File: config.mk
export PLATFORM = sky130hd
export DESIGN_NAME = instr_fetch_unit
export DESIGN_NICKNAME = d
export VERILOG_FILES = /design/src/rtl/instr_fetch_unit.sv
export SDC_FILE = /design/constraint.sdc
export NUM_CORES = 1
export LEC_CHECK = 0
export CORE_MARGIN = 5
export CORE_UTILIZATION = 47
export DETAILED_ROUTE_END_ITERATION = 8
export PLACE_DENSITY = 0.76
export SLEW_MARGIN = 20
export SYNTH_ARGS = -nofsm -noshare
export SYNTH_HDL_FRONTEND = slang
export SYNTH_SLANG_ARGS = --single-unit
File: constraint.sdc
create_clock -name clk -period 2.7 [get_ports clk]
set_clock_uncertainty 0.05 [all_clocks]
set_input_delay 0.675 -clock clk [delete_from_list [all_inputs] [get_ports clk]]
set_output_delay 0.675 -clock clk [all_outputs]
set_load 0.01 [all_outputs]
File: src/rtl/instr_fetch_unit.sv
// Instruction fetch unit: issues sequential word reads to a one-cycle-latency
// synchronous memory and hands fetched words to the decoder through a 2-entry buffer.
module instr_fetch_unit #(
  parameter logic [31:0] RESET_PC = 32'h0000_0000
) (
  input  logic        clk,
  input  logic        rstn,
  output logic [31:0] mem_addr,
  input  logic [31:0] mem_rdata,
  input  logic        jmp_req,
  input  logic [31:0] jmp_addr,
  output logic [31:0] instr,
  output logic [31:0] instr_addr,
  output logic        instr_valid,
  input  logic        instr_ready
);

  // Handshake: a word transfers to the decoder on a rising edge where
  // instr_valid & instr_ready; while valid is high and ready is low the
  // head word and its address are held, and valid never drops except on jump/reset.

  localparam logic [31:0] RESET_WORD = RESET_PC & 32'hFFFF_FFFC;

  logic [31:0] fetch_pc;
  logic [31:0] rd_addr;
  logic        rd_pending;
  logic [31:0] q_addr [2];
  logic [31:0] q_data [2];
  logic [1:0]  count;

  logic        pop;
  logic        push;
  logic        issue;
  logic [1:0]  occ;
  logic        head_from_mem;

  logic [31:0] ent_addr [3];
  logic [31:0] ent_data [3];
  logic [1:0]  nxt_count;

  // An in-flight read counts as the logical tail of the buffer, which lets the
  // decoder see a word in the same cycle it arrives from memory.
  assign head_from_mem = (count == 2'd0) & rd_pending;
  assign instr_valid   = (count != 2'd0) | rd_pending;
  assign instr         = head_from_mem ? mem_rdata : q_data[0];
  assign instr_addr    = head_from_mem ? rd_addr   : q_addr[0];
  assign mem_addr      = fetch_pc;

  assign pop   = instr_valid & instr_ready;
  assign push  = rd_pending & ~jmp_req;
  assign occ   = count + {1'b0, rd_pending} - {1'b0, pop};
  assign issue = ~jmp_req & (occ < 2'd2);

  always_comb begin
    ent_addr[0] = q_addr[0];
    ent_addr[1] = q_addr[1];
    ent_addr[2] = rd_addr;
    ent_data[0] = q_data[0];
    ent_data[1] = q_data[1];
    ent_data[2] = mem_rdata;
    nxt_count   = count;
    if (push) begin
      case (count)
        2'd0: begin
          ent_addr[0] = rd_addr;
          ent_data[0] = mem_rdata;
        end
        2'd1: begin
          ent_addr[1] = rd_addr;
          ent_data[1] = mem_rdata;
        end
        default: ;
      endcase
      nxt_count = count + 2'd1;
    end
    if (pop) begin
      ent_addr[0] = ent_addr[1];
      ent_addr[1] = ent_addr[2];
      ent_data[0] = ent_data[1];
      ent_data[1] = ent_data[2];
      nxt_count   = nxt_count - 2'd1;
    end
  end

  always_ff @(posedge clk or negedge rstn) begin
    if (!rstn) begin
      fetch_pc   <= RESET_WORD;
      rd_addr    <= 32'h0;
      rd_pending <= 1'b0;
      count      <= 2'd0;
      q_addr[0]  <= 32'h0;
      q_addr[1]  <= 32'h0;
      q_data[0]  <= 32'h0;
      q_data[1]  <= 32'h0;
    end else begin
      if (jmp_req) begin
        fetch_pc <= jmp_addr & 32'hFFFF_FFFC;
      end else if (issue) begin
        fetch_pc <= fetch_pc + 32'd4;
      end
      rd_pending <= issue;
      if (issue) begin
        rd_addr <= fetch_pc;
      end
      count     <= jmp_req ? 2'd0 : nxt_count;
      q_addr[0] <= ent_addr[0];
      q_addr[1] <= ent_addr[1];
      q_data[0] <= ent_data[0];
      q_data[1] <= ent_data[1];
    end
  end

endmodule

Yosys cells after proc, flatten, opt, wreduce, memory -nomap -nowiden
Cells that the tools add are included.

word-level totals
  flip-flop bits (word level) = 195
  bits of input ports = 68
  output and inout port bits = 97
  logic and storage cells = 42

operators by class
  $add $sub $neg = 5
  order comparisons = 1
  equal/unequal tests = 1
  multiplexer cells = 15
  bitwise gates (word level) = 6
  reductions and logical operators = 6

operators with widths
  kind                   number
  $mux 32                8
  $mux 64                4
  $add 32x3->32 const B  1
  $reduce_bool 2->1      4
  $mux 2                 3
  $and 1x1->1            4
  $add 2x1->2            1
  $add 2x1->2 const B    1
  $eq 2x1->1 const B     1
  $logic_not 2->1        1
  $lt 2x2->1 const B     1
  $reduce_and 2->1       1
  $sub 2x1->2            1
  $sub 2x1->2 const B    1
  $not 1->1              1
  $or 1x1->1             1

Longest topological paths before layout
Gate-level depths: netlist of the first run.

  depth after elaboration = 8
  depth in mapped cells = 9
  depth with buffers taken out = 7

Worst setup path after synthesis of the first run
Ideal clock, no wire load.

  path kind = register to register
  start = register count[0]
  end = register fetch_pc[25] (netlist: mem_addr[25])
  library setup time = 0.125 ns
  data arrival time = 2.541 ns
  required time = 2.525 ns
  path slack = -0.016 ns
  cell stages (with the launch flop) = 10
  buffers on the path = 2
  clock period less this slack = 2.716 ns
  cells stage by stage = dfrtp_1 -> inv_1 -> ha_1 -> clkbuf_2 -> or4b_4 -> a2111oi_4 -> buf_2 -> o2111ai_1 -> xnor2_1 -> mux2_2

on the way
  cells in the longest elaborated chain, start to end = 7
  elaborated cells on any way between the ends = 8
  those cells by class = 2 x add/sub; 1 x order compare; 3 x bitwise; 2 x reduce/logical

RTL lines
  item                                  line  RTL
  start: declaration                    29    logic [1:0] count;
  start signal: assignment              105   count <= jmp_req ? 2'd0 : nxt_count;
  $reduce_bool 2->1                     44    assign instr_valid = (count != 2'd0) | rd_pending;
  $or 1x1->1                            44
  $and 1x1->1                           49    assign pop = instr_valid & instr_ready;
  $sub 2x1->2 *                         51    assign occ = count + {1'b0, rd_pending} - {1'b0, pop};
  $lt 2x2->1 *                          52    assign issue = ~jmp_req & (occ < 2'd2);
  $and 1x1->1 *                         52
  $reduce_bool 2->1 (no source line) *  --
  end signal: assignment                97    fetch_pc <= jmp_addr & 32'hFFFF_FFFC;
  end signal: assignment                99    fetch_pc <= fetch_pc + 32'd4;
  end: declaration                      24    logic [31:0] fetch_pc;

Every way passes the cells marked *; elsewhere a longest branch is shown, timed or not.
A chain may end at the register's enable or synchronous reset.

Worst setup path in the final report of the first run
  start = register count[0]
  end = output instr[17]

on the way
  cells in the longest elaborated chain, start to end = 3

RTL lines
  item              line  RTL
  $logic_not 2->1   43    assign head_from_mem = (count == 2'd0) & rd_pending;
  $and 1x1->1       43
  $mux 32           45    assign instr = head_from_mem ? mem_rdata : q_data[0];
  end: declaration  12    output logic [31:0] instr,

Every way passes these cells.

==> flow_summary_export.csv, run 1 <==
group,metric,value,unit
synthesis,ys_async_sr_fraction,100.0,%
routing,drt_first_pass_iters,9,
grt,grtUsageTotal,21.19,%
status,failed_checks,"negative setup slack",
synthesis,postSynthAreaPerCell,12.49,µm²
synthesis,synth_edf_count,0,
synthesis,synth.yosys.seq_area_share,54.05,%
final_layout,final_nets,974,
timing,max_freq,365.9,MHz
synthesis,yosysMostFrequentCell,"dfrtp_1",
final_layout,fillers,1430,
cts,path_clk_slew,60,ps
cts,cts_root_buffer,"clkbuf_16",
pwr,p_per_area,1188,nW/µm²
routing,drt_iter0_markers,742,
pwr,p_leak,5.386,nW
timing,rsz0062_at_grt,"true",
floorplanning,core,18640,µm²
status,status,"finished with violations",
final_layout,antennaDiodeCount,0,
timing,maxSlewViolCount,0,
synthesis,synth.top_cells.by_count,"191 x dfrtp_1, 159 x mux2_2, 65 x inv_1",
floorplanning,fp.dieArea,21660,µm²
cts,htree_levels,4,
cts,clock-sinks,191,
cts,numCtsBuffers,17,
routing,drc,0,
synthesis,syn_area,8843,µm²
grt,grt_pass1_wl,36910,µm
setup_path,crit_chain,"inv_2 -> ha_4 -> nand2_8 -> buf_12 -> buf_12 -> buf_6 -> mux2_4 -> buf_6",
synthesis,netlist_instances,708,
timing,hold_violations,0,
floorplanning,io_pins,165,
job,maxCapViolCount,0,
place,place_inst,1103,
synthesis,yosysWarnings,0,
cts,clock_path_buffers,2,
floorplanning,start_util,47.44,%
setup_path,crit_path_top_delay_cell,"dfrtp_1",
routing,antenna_left,0,
timing,setup_viol,2,
place,dpl.hpwl,14900,µm
synthesis,synth_ff_type,"dfrtp_1",
setup_path,critPathMaxFanout,6,
setup_path,crit_type,"reg2out",
synthesis,synth.area.top_cells,"dfrtp_1 54%, mux2_2 20%, a222oi_1 7.0%, inv_1 2.8%, xor2_1 1.7%",
cts,clock_latency,430,ps
pwr,power.total,13.93,mW
timing,post-route-min-period,2733,ps
synthesis,ys_types,47,
final_layout,multi_input_area,3691,µm²
setup_path,arrival,2010,ps
routing,vias,6702,
place,post-place-ws,-296.7,ps
routing,drt_wl_total,23080,µm
timing,hold_slack,130.2,ps
cts,cts.hold.buffers_added,0,
synthesis,synth_area_leader_cell,"dfrtp_1",
floorplanning,placementRows,50,
final_layout,seq_area,4781,µm²
place,io_buffers,160,
grt,grt_pass1_vias,6943,
routing,routedWlPerCell,20.09,µm
setup_path,cp_slowest_stage_delay,390,ps
floorplanning,die_h,147.2,µm
setup_path,crit_required,1980,ps
grt,antenna_found_initial,0,
place,gp_congestion,0.8239,
synthesis,yosysTopAreaCellShare,54.05,%
hold_path,hp-class,"in2async",
final_layout,utilization,62.93,%
timing,min_period_over_period,101.2,%
grt,grt_overflow,0,
setup_path,cp-start-kind,"flip-flop",
routing,vias_per_cell,5.833,
floorplanning,die_w,147.2,µm
synthesis,ys_ff_latch,191,
final_layout,drive_above_1_share,35.85,%
final_layout,syn2layout_area_growth,32.65,%
timing,fin_ws,-33.15,ps
setup_path,critPathCaptureType,"output pin",
final_layout,layout.cells.non_filler,1149,
cts,cts_tree,"built",
pwr,vdd_drop_max,0.0007275,V
grt,grt_start_max_net_pins,64,
==> layout by cell type (no fill, tap or decap), types with 9 or more instances in the layout <==
cell type,count
clkdlybuf4s50_1,95
clkbuf_2,51
buf_12,15
xnor2_1,9
nor2_1,9
inv_1,63
nand2_1,27
dfrtp_1,190
mux2_2,157
buf_4,43
o21ai_0,26
a222oi_1,62
clkbuf_16,18
xor2_1,17
and2_1,9
==> power breakdown <==
group	leakage, nW	switching [mW]	internal, mW
combinational	2.76	2.86	3.46
clock	0.304	1.09	1.61
sequential	2.33	0.835	4.09
==> stage by stage <==
stage / instance area [µm²] / TNS [ps]
2_1_floorplan: 8850 / 0
3_3_place_gp: 11110 / -7627
3_5_place_dp: 11110 / -14310
4_1_cts: 11780 / -2292
5_1_grt: 11730 / -177.3
6_report: 11730 / -51.12
==> per-layer routing <==
| metal | track usage (%) | part of all wire, % |
|---|---|---|
| met5 | 0 | 0 |
| met2 | 35.14 | 49 |
| met4 | 6.011 | 1.3 |
| met3 | 5.089 | 7.5 |
| met1 | 27.96 | 43 |
==> cells by family after synthesis <==
kind of cell	Yosys count	share of synthesized area, %
flip-flops	191	54.05
multiplexers	162	20.59
AO/OA/AOI/OAI	124	11.93
buffers and inverters	115	5.122
AND/OR/NAND/NOR	86	5.277
XOR/XNOR	26	2.575
adder cells (fa/ha/maj)	3	0.4245
other	1	0.04240
==> critical path, delay by kind of cell (launching register included) <==
family | cells | cell delay, ps
buffers and inverters | 5 | 640
adders and majority gates | 1 | 180
DFF | 1 | 390
muxes | 1 | 300
and+or+nand+nor | 1 | 80
==> flip-flops by register name (all words and copies together), names as in the netlist <==
register / count
count: 2
mem_addr: 30
q_addr: 64
q_data: 64
rd_addr: 30
rd_pending: 1
==> worst paths after layout <==
| check | end | slack (ps) | depth (start not counted) | start |
|---|---|---|---|---|
| worst max-delay path | instr[17] | -30 | 8 | count[0] |
| worst min-delay path | q_data[36] | 130 | 1 | rstn |
| worst max register to register | mem_addr[31] | 120 | 9 | count[0] |
| worst min register to register | q_data[43] | 430 | 2 | q_data[11] |
| max in group asynchronous | rd_pending | 1740 | 2 | rstn |
| min in group clk | q_data[43] | 430 | 2 | q_data[11] |
==> area by class of cell <==
class,count,area share [%]
flip-flops and latches,191,40.75
multi-input cells,403,31.46
repair buffers,225,17.82
clock buffers,20,3.893
well taps,234,2.496
inverters,65,2.080
clock inverters,11,1.493
==> repair_timing <==
item	CTS	global route
resized for setup	87	117
pin swaps	1	3
setup endpoints to repair	64	68
cloned	2	1
setup buffers	5	7
(Power assumes the default switching activity.)
==> inputs of run 2 (changes only) <==
--- a/config.mk
+++ b/config.mk
@@ -9,6 +9,7 @@
 export CORE_UTILIZATION = 47
 export DETAILED_ROUTE_END_ITERATION = 8
 export PLACE_DENSITY = 0.76
+export REMOVE_ABC_BUFFERS = 1
 export SLEW_MARGIN = 20
 export SYNTH_ARGS = -nofsm -noshare
 export SYNTH_HDL_FRONTEND = slang
==> flow_summary_export.csv, run 2 (synthesis results as in run 1) <==
group,metric,value,unit
place,io_buffers,160,
grt,grt_overflow,0,
setup_path,critPathCaptureType,"output pin",
place,dpl.hpwl,14620,µm
final_layout,drive_above_1_share,36.67,%
status,failed_checks,"negative setup slack",
cts,clock-sinks,191,
floorplanning,die_h,147.2,µm
timing,worst_slew_pin_slew,661.9,ps
timing,min_period_over_period,100.7,%
floorplanning,die_w,147.2,µm
routing,antenna_left,0,
timing,fin_ws,-20.03,ps
cts,htree_levels,4,
final_layout,final_common_cell,"dfrtp_1",
routing,drc,0,
final_layout,fillers,1483,
routing,drt_iter0_markers,716,
job,maxCapViolCount,0,
timing,setup_viol,5,
final_layout,utilization,63.10,%
setup_path,arrival,2000,ps
timing,rsz0062_at_grt,"true",
pwr,p_leak,5.400,nW
floorplanning,io_pins,165,
timing,hold_violations,0,
final_layout,multi_input_area,3711,µm²
setup_path,crit_type,"reg2out",
hold_path,hp-class,"in2async",
grt,antenna_found_initial,0,
final_layout,layout_common_cells,"190 x dfrtp_1, 156 x mux2_2, 93 x clkdlybuf4s50_1",
setup_path,cp-start-kind,"flip-flop",
timing,hold_slack,164.1,ps
routing,drt_first_pass_iters,6,
cts,numCtsBuffers,17,
pwr,vdd_drop_max,0.0006645,V
timing,max_freq,367.6,MHz
timing,maxSlewViolCount,0,
final_layout,syn2layout_area_growth,33.02,%
status,status,"finished with violations",
final_layout,seq_area,4781,µm²
timing,post-route-min-period,2720,ps
place,post-place-ws,-518.6,ps
cts,cts_root_buffer,"clkbuf_16",
timing,setup_tns,-55.42,ps
cts,clock_path_buffers,2,
timing,slew_headroom,55.77,%
setup_path,crit_required,1980,ps
floorplanning,fp.dieArea,21660,µm²
grt,grtUsageTotal,21.09,%
pwr,p_per_area,1174,nW/µm²
grt,grt_start_max_net_pins,62,
routing,vias_per_cell,5.778,
routing,vias,6662,
pwr,power.total,13.81,mW
floorplanning,core,18640,µm²
routing,drt_wl_total,23090,µm
final_layout,final_nets,979,
cts,cts_tree,"built",
place,gp_congestion,0.8372,
floorplanning,placementRows,50,
final_layout,antennaDiodeCount,0,
grt,grt_pass1_vias,6716,
cts,clock_latency,420,ps
cts,path_clk_slew,70,ps
grt,grt_pass1_wl,36710,µm
routing,routedWlPerCell,20.02,µm
floorplanning,start_util,47.44,%
setup_path,critPathMaxFanout,5,
final_layout,top_regs,"q_addr x64, q_data x64",
[run 2: changes by cell type in the layout (fill, tap and decap cells not counted), moves of 3 or more]
| cell | previous run | this run |
|---|---|---|
| clkbuf_2 | 51 | 33 |
| inv_6 | 4 | 1 |
| buf_2 | 3 | 12 |
| clkinv_4 | 0 | 3 |
| buf_6 | 3 | 21 |
| buf_4 | 43 | 46 |
| clkdlybuf4s15_1 | 8 | 3 |
| bufinv_16 | 4 | 1 |
[run 2: worst paths after layout]
| check | startpoint | to | slack, ps | depth (start not counted) |
|---|---|---|---|---|
| min in group clk | q_addr[22] | q_addr[54] | 430 | 2 |
| setup / recovery | count[0] | instr_addr[19] | -20 | 8 |
| max in group asynchronous | rstn | q_addr[48] | 1750 | 2 |
| setup reg to reg | count[1] | mem_addr[31] | 140 | 9 |
| hold / removal | rstn | q_data[53] | 160 | 1 |
| hold reg to reg | q_addr[22] | q_addr[54] | 430 | 2 |
[run 2: critical path, stage by stage, from the launching register on]
cell	delay [ps]
dfrtp_1	390
inv_2	80
ha_4	170
nand2_8	70
buf_12	160
clkbuf_16	150
buf_8	130
mux2_2	290
buf_6	130
[run 2: metal layers]
metal	vias to the layer above	global-route usage (%)	part of all wire [%]
li1	3028	-	-
met1	3360	28.90	43
met2	238	33.80	48
met3	36	4.010	5.9
met4	0	7.409	2.3
met5	-	0	0
[run 2: final cells by class]
cell class                      count  share of cell area, %
Sequential cell                   191                  40.64
Multi-Input combinational cell    404                  31.55
Clock buffer                       22                  3.946
Inverter                           65                  2.074
Clock inverter                      8                 0.7232
Timing Repair Buffer              229                  18.58
Tap cell                          234                  2.489
[run 2: repair_timing]
item                                    CTS  global route
setup buffers                            12             8
cloned                                    3             2
endpoints found under the setup margin   95            83
pin swaps                                 2             3
resized for setup                       163            96
hold buffers                              0             0
[run 2: power by group]
part | total, mW | switching, mW | leakage, nW | internal, mW
Combinational | 6.54 | 2.91 | 2.81 | 3.63
Clock | 2.37 | 1.05 | 0.263 | 1.32
Sequential | 4.90 | 0.813 | 2.33 | 4.09
Total | 13.8 | 4.77 | 5.40 | 9.04
[run 2: metrics by stage]
step / instances / cell area, µm²
after floorplan: 659 / 8638
after global placement: 1100 / 11060
after detailed placement: 1100 / 11060
after CTS: 1145 / 11710
after global routing: 1153 / 11760
final: 1153 / 11760
